[src/rtl/mm_job_arbiter.sv]
// mm_job_arbiter: round-robin scheduler sharing one matrix multiply engine among NREQ requesters.
//
// Each requester posts a job (base address + mode bit). The job is latched in a per-requester
// slot. The FSM grants the engine to one pending job at a time, pulses mm_start_o, waits for a
// rising edge on mm_done_i (or a timeout), then reports done/err back to the owning requester.
//
// Ports:
//   clk, rst          clock, synchronous active-high reset
//   req_valid_i       per-requester job request
//   req_ready_o       per-requester slot free (job accepted on valid & ready)
//   req_addr_i        flattened base addresses, requester i at [i*AW +: AW]
//   req_mode_i        per-requester mode bit
//   req_done_o        one-cycle pulse: job of requester i finished
//   req_err_o         one-cycle pulse with req_done_o: job timed out
//   mm_start_o        one-cycle start pulse to the engine
//   mm_address_o      job base address to the engine, held from ISSUE until the next ISSUE
//   mm_mode_o         job mode to the engine, held with mm_address_o
//   mm_done_i         engine done level
//   busy_o            high in ISSUE, WAIT and DONE
//   owner_o           index of the current or last granted requester
//   timeout_count_o   saturating count of timed-out jobs
module mm_job_arbiter #(
  parameter int unsigned NREQ    = 4,
  parameter int unsigned AW      = 32,
  parameter int unsigned TIMEOUT = 1024
) (
  input  logic                     clk,
  input  logic                     rst,
  input  logic [NREQ-1:0]          req_valid_i,
  output logic [NREQ-1:0]          req_ready_o,
  input  logic [NREQ*AW-1:0]       req_addr_i,
  input  logic [NREQ-1:0]          req_mode_i,
  output logic [NREQ-1:0]          req_done_o,
  output logic [NREQ-1:0]          req_err_o,
  output logic                     mm_start_o,
  output logic [AW-1:0]            mm_address_o,
  output logic                     mm_mode_o,
  input  logic                     mm_done_i,
  output logic                     busy_o,
  output logic [$clog2(NREQ)-1:0]  owner_o,
  output logic [7:0]               timeout_count_o
);

  localparam int unsigned IW = $clog2(NREQ);
  localparam int unsigned CW = $clog2(TIMEOUT);

  typedef enum logic [1:0] {StIdle, StIssue, StWait, StDone} state_e;

  state_e            state_q;
  logic [NREQ-1:0]   pending_q, pending_d;
  logic [AW-1:0]     job_addr_q [NREQ];
  logic [NREQ-1:0]   job_mode_q;
  logic [NREQ-1:0]   accept;
  logic [IW-1:0]     last_grant_q;
  logic [IW-1:0]     owner_q;
  logic [NREQ-1:0]   owner_oh;
  logic [IW-1:0]     pick;
  logic              pick_valid;
  logic [CW-1:0]     wait_cnt_q;
  logic              mm_done_q;
  logic              done_edge;
  logic              mm_start_q;
  logic [AW-1:0]     mm_address_q;
  logic              mm_mode_q;
  logic              busy_q;
  logic [NREQ-1:0]   req_done_q;
  logic [NREQ-1:0]   req_err_q;
  logic [7:0]        timeout_cnt_q;

  // A slot accepts a new job only while it holds none, so each requester has at most one job
  // outstanding. Intake is independent of the FSM.
  assign accept      = req_valid_i & ~pending_q;
  assign req_ready_o = ~pending_q;

  // Only a fresh rising edge completes a job; a level left high by the previous job is ignored.
  assign done_edge = mm_done_i & ~mm_done_q;

  always_comb begin
    owner_oh          = '0;
    owner_oh[owner_q] = 1'b1;
  end

  always_comb begin
    pending_d = pending_q | accept;
    if (state_q == StDone) begin
      pending_d[owner_q] = 1'b0;
    end
  end

  // Round-robin: first pending slot searching upward from last_grant + 1, wrapping at NREQ.
  always_comb begin
    int unsigned idx;
    idx        = 0;
    pick       = '0;
    pick_valid = 1'b0;
    for (int unsigned k = 1; k <= NREQ; k++) begin
      idx = (32'(last_grant_q) + k) % NREQ;
      if (!pick_valid && pending_q[idx[IW-1:0]]) begin
        pick       = IW'(idx);
        pick_valid = 1'b1;
      end
    end
  end

  always_ff @(posedge clk) begin
    if (rst) begin
      pending_q  <= '0;
      job_mode_q <= '0;
      for (int i = 0; i < int'(NREQ); i++) begin
        job_addr_q[i] <= '0;
      end
    end else begin
      pending_q <= pending_d;
      for (int i = 0; i < int'(NREQ); i++) begin
        if (accept[i]) begin
          job_addr_q[i] <= req_addr_i[i*AW +: AW];
          job_mode_q[i] <= req_mode_i[i];
        end
      end
    end
  end

  always_ff @(posedge clk) begin
    if (rst) begin
      state_q       <= StIdle;
      owner_q       <= '0;
      last_grant_q  <= IW'(NREQ - 1);
      wait_cnt_q    <= '0;
      mm_done_q     <= 1'b0;
      mm_start_q    <= 1'b0;
      mm_address_q  <= '0;
      mm_mode_q     <= 1'b0;
      busy_q        <= 1'b0;
      req_done_q    <= '0;
      req_err_q     <= '0;
      timeout_cnt_q <= '0;
    end else begin
      mm_done_q <= mm_done_i;
      unique case (state_q)
        StIdle: begin
          if (pick_valid) begin
            owner_q      <= pick;
            mm_start_q   <= 1'b1;
            mm_address_q <= job_addr_q[pick];
            mm_mode_q    <= job_mode_q[pick];
            busy_q       <= 1'b1;
            state_q      <= StIssue;
          end
        end
        StIssue: begin
          mm_start_q <= 1'b0;
          wait_cnt_q <= '0;
          state_q    <= StWait;
        end
        StWait: begin
          // Completion is checked first so it wins over a same-cycle timeout.
          if (done_edge) begin
            req_done_q <= owner_oh;
            req_err_q  <= '0;
            state_q    <= StDone;
          end else if (wait_cnt_q == CW'(TIMEOUT - 1)) begin
            req_done_q <= owner_oh;
            req_err_q  <= owner_oh;
            if (timeout_cnt_q != 8'hFF) begin
              timeout_cnt_q <= timeout_cnt_q + 8'd1;
            end
            state_q <= StDone;
          end else begin
            wait_cnt_q <= wait_cnt_q + CW'(1);
          end
        end
        StDone: begin
          req_done_q   <= '0;
          req_err_q    <= '0;
          last_grant_q <= owner_q;
          busy_q       <= 1'b0;
          state_q      <= StIdle;
        end
        default: state_q <= StIdle;
      endcase
    end
  end

  assign mm_start_o      = mm_start_q;
  assign mm_address_o    = mm_address_q;
  assign mm_mode_o       = mm_mode_q;
  assign busy_o          = busy_q;
  assign owner_o         = owner_q;
  assign req_done_o      = req_done_q;
  assign req_err_o       = req_err_q;
  assign timeout_count_o = timeout_cnt_q;

endmodule

[config.mk]
export PLATFORM = sky130hd
export DESIGN_NAME = mm_job_arbiter
export DESIGN_NICKNAME = d
export VERILOG_FILES = /design/src/rtl/mm_job_arbiter.sv
export SDC_FILE = /design/constraint.sdc
export NUM_CORES = 1
export LEC_CHECK = 0
export CAP_MARGIN = 20
export CORE_MARGIN = 1.5
export CORE_UTILIZATION = 45
export CTS_CLUSTER_SIZE = 25
export DETAILED_ROUTE_END_ITERATION = 6
export GPL_TIMING_DRIVEN = 0
export PLACE_DENSITY = 0.71
export SLEW_MARGIN = 25
export SYNTH_ARGS = -nofsm -noshare
export SYNTH_HDL_FRONTEND = slang
export SYNTH_SLANG_ARGS = --single-unit
[constraint.sdc]
create_clock -name clk -period 3.4 [get_ports clk]
set_clock_uncertainty 0.2 [all_clocks]
set_input_delay 0.68 -clock clk [delete_from_list [all_inputs] [get_ports clk]]
set_output_delay 0.68 -clock clk [all_outputs]
set_load 0.02 [all_outputs]
### Yosys cells after proc, flatten, opt, wreduce, memory -nomap -nowiden

Memory sizes are Yosys's and may differ from the RTL's. A register that Yosys moved wholly into a read port is not among the register bits.
Index checks and enable logic that the tools add are counted.

| storage, ports and cells | value |
|---|---|
| register bits after elaboration | 44 |
| RAM bits | 128 |
| memories | 1 |
| output and inout bits | 57 |
| logic and storage cells | 124 |
| input bits | 139 |

| operators by class | value |
|---|---|
| eq/ne operators | 9 |
| reduce and logical (&&, ||, !) cells | 19 |
| bitwise operators | 12 |
| add/sub/neg operators | 6 |
| muxes and demuxes | 54 |
| magnitude comparators | 7 |

Memory list:

| memory | depth | width | rd ports | clocked after Yosys merged registers in | wr ports | line | text |
|---|---|---|---|---|---|---|---|
| job_addr_q | 4 | 32 | 1 | 1 | 4 | 51 | `logic [AW-1:0] job_addr_q [NREQ];` |

Operators by type and width:

| cell | count |
|---|---|
| two-way mux 32 bit | 4 |
| two-way mux 1 bit | 25 |
| two-way mux 10 bit | 2 |
| case mux 10 bit (2 select lines) | 1 |
| less-than comparator 2 x 3 -> 1 bit (second input constant) | 6 |
| two-way mux 4 bit | 4 |
| case mux 4 bit (2 select lines) | 2 |
| two-way mux 2 bit | 7 |
| adder 10 x 1 -> 10 bit (second input constant) | 1 |
| binary-select mux 1 bit (select 2 bit) | 5 |
| == test 10 bit (second input constant) | 1 |
| AND reduction 2 bit | 5 |
| adder 8 x 1 -> 8 bit (second input constant) | 1 |
| AND 4 bit | 2 |
| != test 8 bit (second input constant) | 1 |
| inverter 4 bit | 2 |
| case mux 2 bit (4 select lines) | 1 |
| nonzero test 2 bit | 4 |
| != test 2 bit (second input constant) | 3 |
| adder 2 x 1 -> 2 bit (second input constant) | 2 |
| adder 2 bit (second input constant) | 2 |
| == test 2 bit (second input constant) | 2 |
| logical AND 1 bit | 4 |
| bitwise OR 1 bit | 4 |
| 12 further kinds | 16 |

### Longest topological paths before layout

| logic depth | value |
|---|---|
| depth in word-level cells | 15 |
| mapped depth | 9 |
| mapped depth without buffers | 7 |

### Worst setup path after synthesis

Ideal clock, no wire load.

| path | value |
|---|---|
| path type | input to register |
| start point | in rst |
| end point | mem job_addr_q[0][0], enable pin |
| slack | 1039 ps |
| path buffers | 1 |
| data required time | 2719 ps |
| arrival | 1680 ps |
| cell stages on the path | 3 |
| cells stage by stage | inv_1 -> buf_1 -> nand2_1 |

RTL lines:

| element | line | text |
|---|---|---|
| start, declared | 28 | `input logic rst,` |
| end, declared | 51 |  |

==> impl_summary.txt <==
----------------------------------------------------
[Routing]
  Routed length on met2 ... 10800 microns
  Drt first-iter violations ... 416
  Routed len/inst ... 17.7 microns
  Total wire length after detailed routing ... 22800 microns
  Drt drc ... 0
  Uppermost metal layer occupied by signal nets ... met4
  Routed via count ... approximately 6700
  Detail Route Antenna Nets ... 0
  Routed vias/inst ... ~5.2
  Routed length on met1 ... between 10000 and 15000 microns
  Pre-antenna DRT Iters ... 5
  Total length of routed met3 wires ... 1340 microns

[Floorplanning]
  I/O Pins ... between 150 and 200
  Area of the die ... a little over 0.02 sq mm
  Horizontal die dimension ... between 100 and 150 microns
  Site row count ... between 50 and 60
  Standard cell core area ... 0.0195 sq mm
  Starting utilization of the core area ... 45.9%
  Die Span Y ... between 100 and 150 microns

[Final layout]
  Antenna fix cells ... 0
  Post-layout net count ... roughly 1200
  Post-route insts no fill ... about 1300
  Synthesis-to-layout area growth ... 35.0%
  Number of fill cells in the layout ... approximately 1600
  Share of post-route cells with drive strength above 1 ... roughly 6.6%

[GRT]
  Global-route usage over all layers ... roughly 22%
  Pin count of the biggest net entering global routing ... 34
  Vias in the first global route ... 6415
  Total overflow reported by the global router ... 0
  Number of antenna violations at the first check in global routing ... 0
  First-pass GRT wire length ... around 35000 microns

[Synth]
  Yosys top cell area share ... a little over two fifths
  Mapped Cells ... 786
  Post-synthesis instance area ... between 0.008 and 0.009 sq mm
  Register bit count reported by yosys ... around 200
  Cell types with the highest counts after synthesis ... sky130_fd_sc_hd__and2_1, sky130_fd_sc_hd__edfxtp_1, sky130_fd_sc_hd__dfxtp_1
  Sequential fraction of the synthesis area ... between 60% and 70%
  Cell types with the largest area share after synthesis ... sky130_fd_sc_hd__edfxtp_1, sky130_fd_sc_hd__dfxtp_1, sky130_fd_sc_hd__and2_1
  Share of cell area taken by muxes after synthesis ... under 10%
  Number of nets produced by synthesis ... between 900 and 1000
  Async set or reset register ratio after synthesis ... 0%
  Synthesis Warnings ... 0
  Post-Synth Simple-Gate Area ... 16.1%
  Compound-cell area share of the yosys netlist ... between 10 and 15%
  Count leader, synth ... sky130_fd_sc_hd__and2_1
  Average footprint of a synthesized cell ... between 10 and 15 sq um
  Post-synthesis adder-cell area fraction ... 0.981%
  Xor and xnor area share after synthesis ... between 1 and 1.5%
  Unique cell type count in the Yosys netlist ... just over 50
  Combinational family with the most area after synthesis ... simple AND/OR/NAND/NOR gates
  Post-synth top area cell ... sky130_fd_sc_hd__edfxtp_1
  Main synth FF type ... sky130_fd_sc_hd__edfxtp_1
  Count of flip-flops with a built-in enable after synthesis ... 128

[Worst hold path]
  Hold wc startpoint ... req_done_o[1]
  Class of the most critical hold timing path ... register to register

[STA]
  Count of final max-slew check failures ... 0
  Final Setup Violations ... 0
  Final Hold Viols ... 0
  Max_slew headroom ... 45.7%
  Final setup TNS ... 0 ns
  Share of the cycle needed by the critical path after routing ... roughly 79%
  Final critical-path required period ... ~2.7 ns
  Unrepaired setup endpoints after global routing ... no
  Measured slew at the worst slew-check pin ... 0.811 ns
  Max Clk Rate ... between 0.3 and 0.4 GHz

[Pwr]
  Leakage dissipation ... ~4.4 nW
  PwrDens ... ~600 mW/mm^2
  Worst ir drop on vdd ... approximately 480 uV

[Clock tree]
  Num CTS Buffers ... 22
  Clock network latency to the later pin of the worst-skew pair ... 0.49 ns
  Number of resized instances in the post-cts repair step ... 0
  Post-CTS repair timing setup buffer count ... 0
  Total number of H-tree levels ... 1
  Maximum number of buffers from clock root to sink ... 3
  Clock tree from TritonCTS ... yes
  CTS Hold Bufs ... 0
  Buffer cell driving the clock tree root ... sky130_fd_sc_hd__clkbuf_16
  TritonCTS Sinks ... 204
  Clock transition time at the flip-flop clock pins of the worst setup and hold paths ... roughly 0.060 ns

[Worst setup path]
  Number of cell instances on the worst register-to-register path ... 8
  Arrival time reported for the critical path endpoint ... ~2.9 ns
  End of the worst register-to-register path ... mm_address_o[22]
  Standard cell with the maximum stage delay on the critical path ... sky130_fd_sc_hd__a2111oi_0
  Launch instance of the worst register-to-register path ... state_q[0]
  Kind of end point of the critical path ... register
  Critical path capture point ... mm_address_o[22]
  Largest fanout of any net on the critical path ... 10
  Launching element of the worst setup path ... rst
  CP cell instances ... clkdlybuf4s50_1, nand2b_1, a311o_1, clkbuf_1, a2111oi_0, a31oi_1, o211ai_1
  CP Launch Type ... input port
  Setup CP Type ... input port to register
  Data required time at the worst endpoint ... 3.62 ns
  Minimum setup slack among reg-to-reg paths ... roughly 0.76 ns
  Peak per-stage delay on the critical path ... 0.58 ns

[Place]
  Total placed cells including tap cells ... between 1000 and 1500
  Count of buffers from port buffering ... ~200
  Final Wtd Congestion ... ~0.8
  Final HPWL DP ... 16200 microns

[Job]
  Number of maximum-capacitance violations ... 0

[Status]
  Run status ... completed

----------------------------------------------------
final cells by class:
type	count	area (sq um)	area share (%)
buffer	56	260	2.16
timing repair buffer	198	2030	16.9
clock inverter	6	78.8	0.654
tap	265	332	2.75
inverter	48	180	1.50
clock buffer	34	671	5.57
multi-input combinational	478	3130	26.0
sequential	204	5370	44.5
metal layers:
metal  global-route usage (%)  up-vias
met2                     35.7      221
met1                     30.5     3220
met3                     3.77       28
met5                        0        -
li1                         -     3269
met4                     4.94        0
worst min path at each step:
stage | endpoint | depth (start not counted) | slack (ns)
2_1_floorplan | job_mode_q[1] | 2 | 0.24
3_3_place_gp | req_done_o[0] | 2 | 0.24
3_5_place_dp | req_done_o[1] | 2 | 0.25
4_1_cts | req_done_o[1] | 2 | 0.26
5_1_grt | req_done_o[0] | 2 | 0.28
6_report | req_done_o[1] | 2 | 0.26
state kept, by name (all words and copies together) (netlist names):
signal / flops
mm_mode_o: 1
req_err_o: 4
mm_done_q: 1
state_q: 2
wait_cnt_q: 10
req_done_o: 4
job_addr_q: 128
pending_q: 4
last_grant_q: 2
mm_address_o: 32
busy_o: 1
mm_start_o: 1
timeout_count_o: 8
owner_o: 2
job_mode_q: 4
report_power, final:
group          switching (W)  internal, W  total (W)
clock network       0.000938      0.00151    0.00244
logic               0.000971     0.000715    0.00169
registers           0.000134      0.00292    0.00306
metrics by stage:
step / cell area [sq um] / total power (W) / hold slack (ns) / utilization (%) / setup slack [ns]
2_1_floorplan: 8920 / 0.00403 / 0.244 / - / 1.04
5_1_grt: 12100 / 0.00750 / 0.285 / 61.9 / 0.578
3_3_place_gp: 11200 / 0.00476 / 0.242 / 57.6 / -0.392
4_1_cts: 12100 / 0.00725 / 0.257 / 61.9 / 0.712
6_report: 12100 / 0.00719 / 0.255 / 61.9 / 0.714
3_5_place_dp: 11300 / 0.00480 / 0.249 / 58.1 / 0.226
logic make-up (layout without fill, tap and decap cells):
family          count (synthesis)  after routing
compound gates                149            149
xor+xnor                       12             12
fa+ha+maj                       7              7
buf+inv                       104            342
flops                         204            204
mux                            37             37
simple gates                  273            273
critical path: cells and delay by family:
| kind | cells | cell delay (ns) |
|---|---|---|
| buffers and inverters | 2 | 0.73 |
| and+or+nand+nor | 1 | 0.18 |
| AOI/OAI and AO/OA | 4 | 1.30 |
cells in the final DEF (no fill, tap or decap), types with 3 or more instances in the layout:
cell type,Yosys,layout
sky130_fd_sc_hd__o211ai_1,35,35
sky130_fd_sc_hd__edfxtp_1,128,128
sky130_fd_sc_hd__nand2_2,0,4
sky130_fd_sc_hd__nand2b_1,3,3
sky130_fd_sc_hd__nand3_1,16,16
sky130_fd_sc_hd__xnor2_1,12,12
sky130_fd_sc_hd__a31oi_1,34,34
sky130_fd_sc_hd__buf_6,4,4
sky130_fd_sc_hd__and2_1,130,130
sky130_fd_sc_hd__nand2_1,68,64
sky130_fd_sc_hd__nor2_1,36,36
sky130_fd_sc_hd__clkbuf_1,38,43
sky130_fd_sc_hd__o21ai_0,5,5
sky130_fd_sc_hd__clkbuf_16,0,23
sky130_fd_sc_hd__inv_1,47,47
sky130_fd_sc_hd__a2111oi_0,35,35
sky130_fd_sc_hd__buf_2,10,10
sky130_fd_sc_hd__ha_1,7,7
sky130_fd_sc_hd__nand4_1,3,3
sky130_fd_sc_hd__or3_1,5,5
sky130_fd_sc_hd__mux2i_1,37,37
sky130_fd_sc_hd__clkbuf_8,0,5
sky130_fd_sc_hd__clkdlybuf4s50_1,0,195
sky130_fd_sc_hd__a21oi_1,16,16
sky130_fd_sc_hd__buf_16,0,3
sky130_fd_sc_hd__clkinv_2,0,3
sky130_fd_sc_hd__dfxtp_1,76,76
sky130_fd_sc_hd__o31ai_1,3,3
Power figures use the tool's default switching activity.
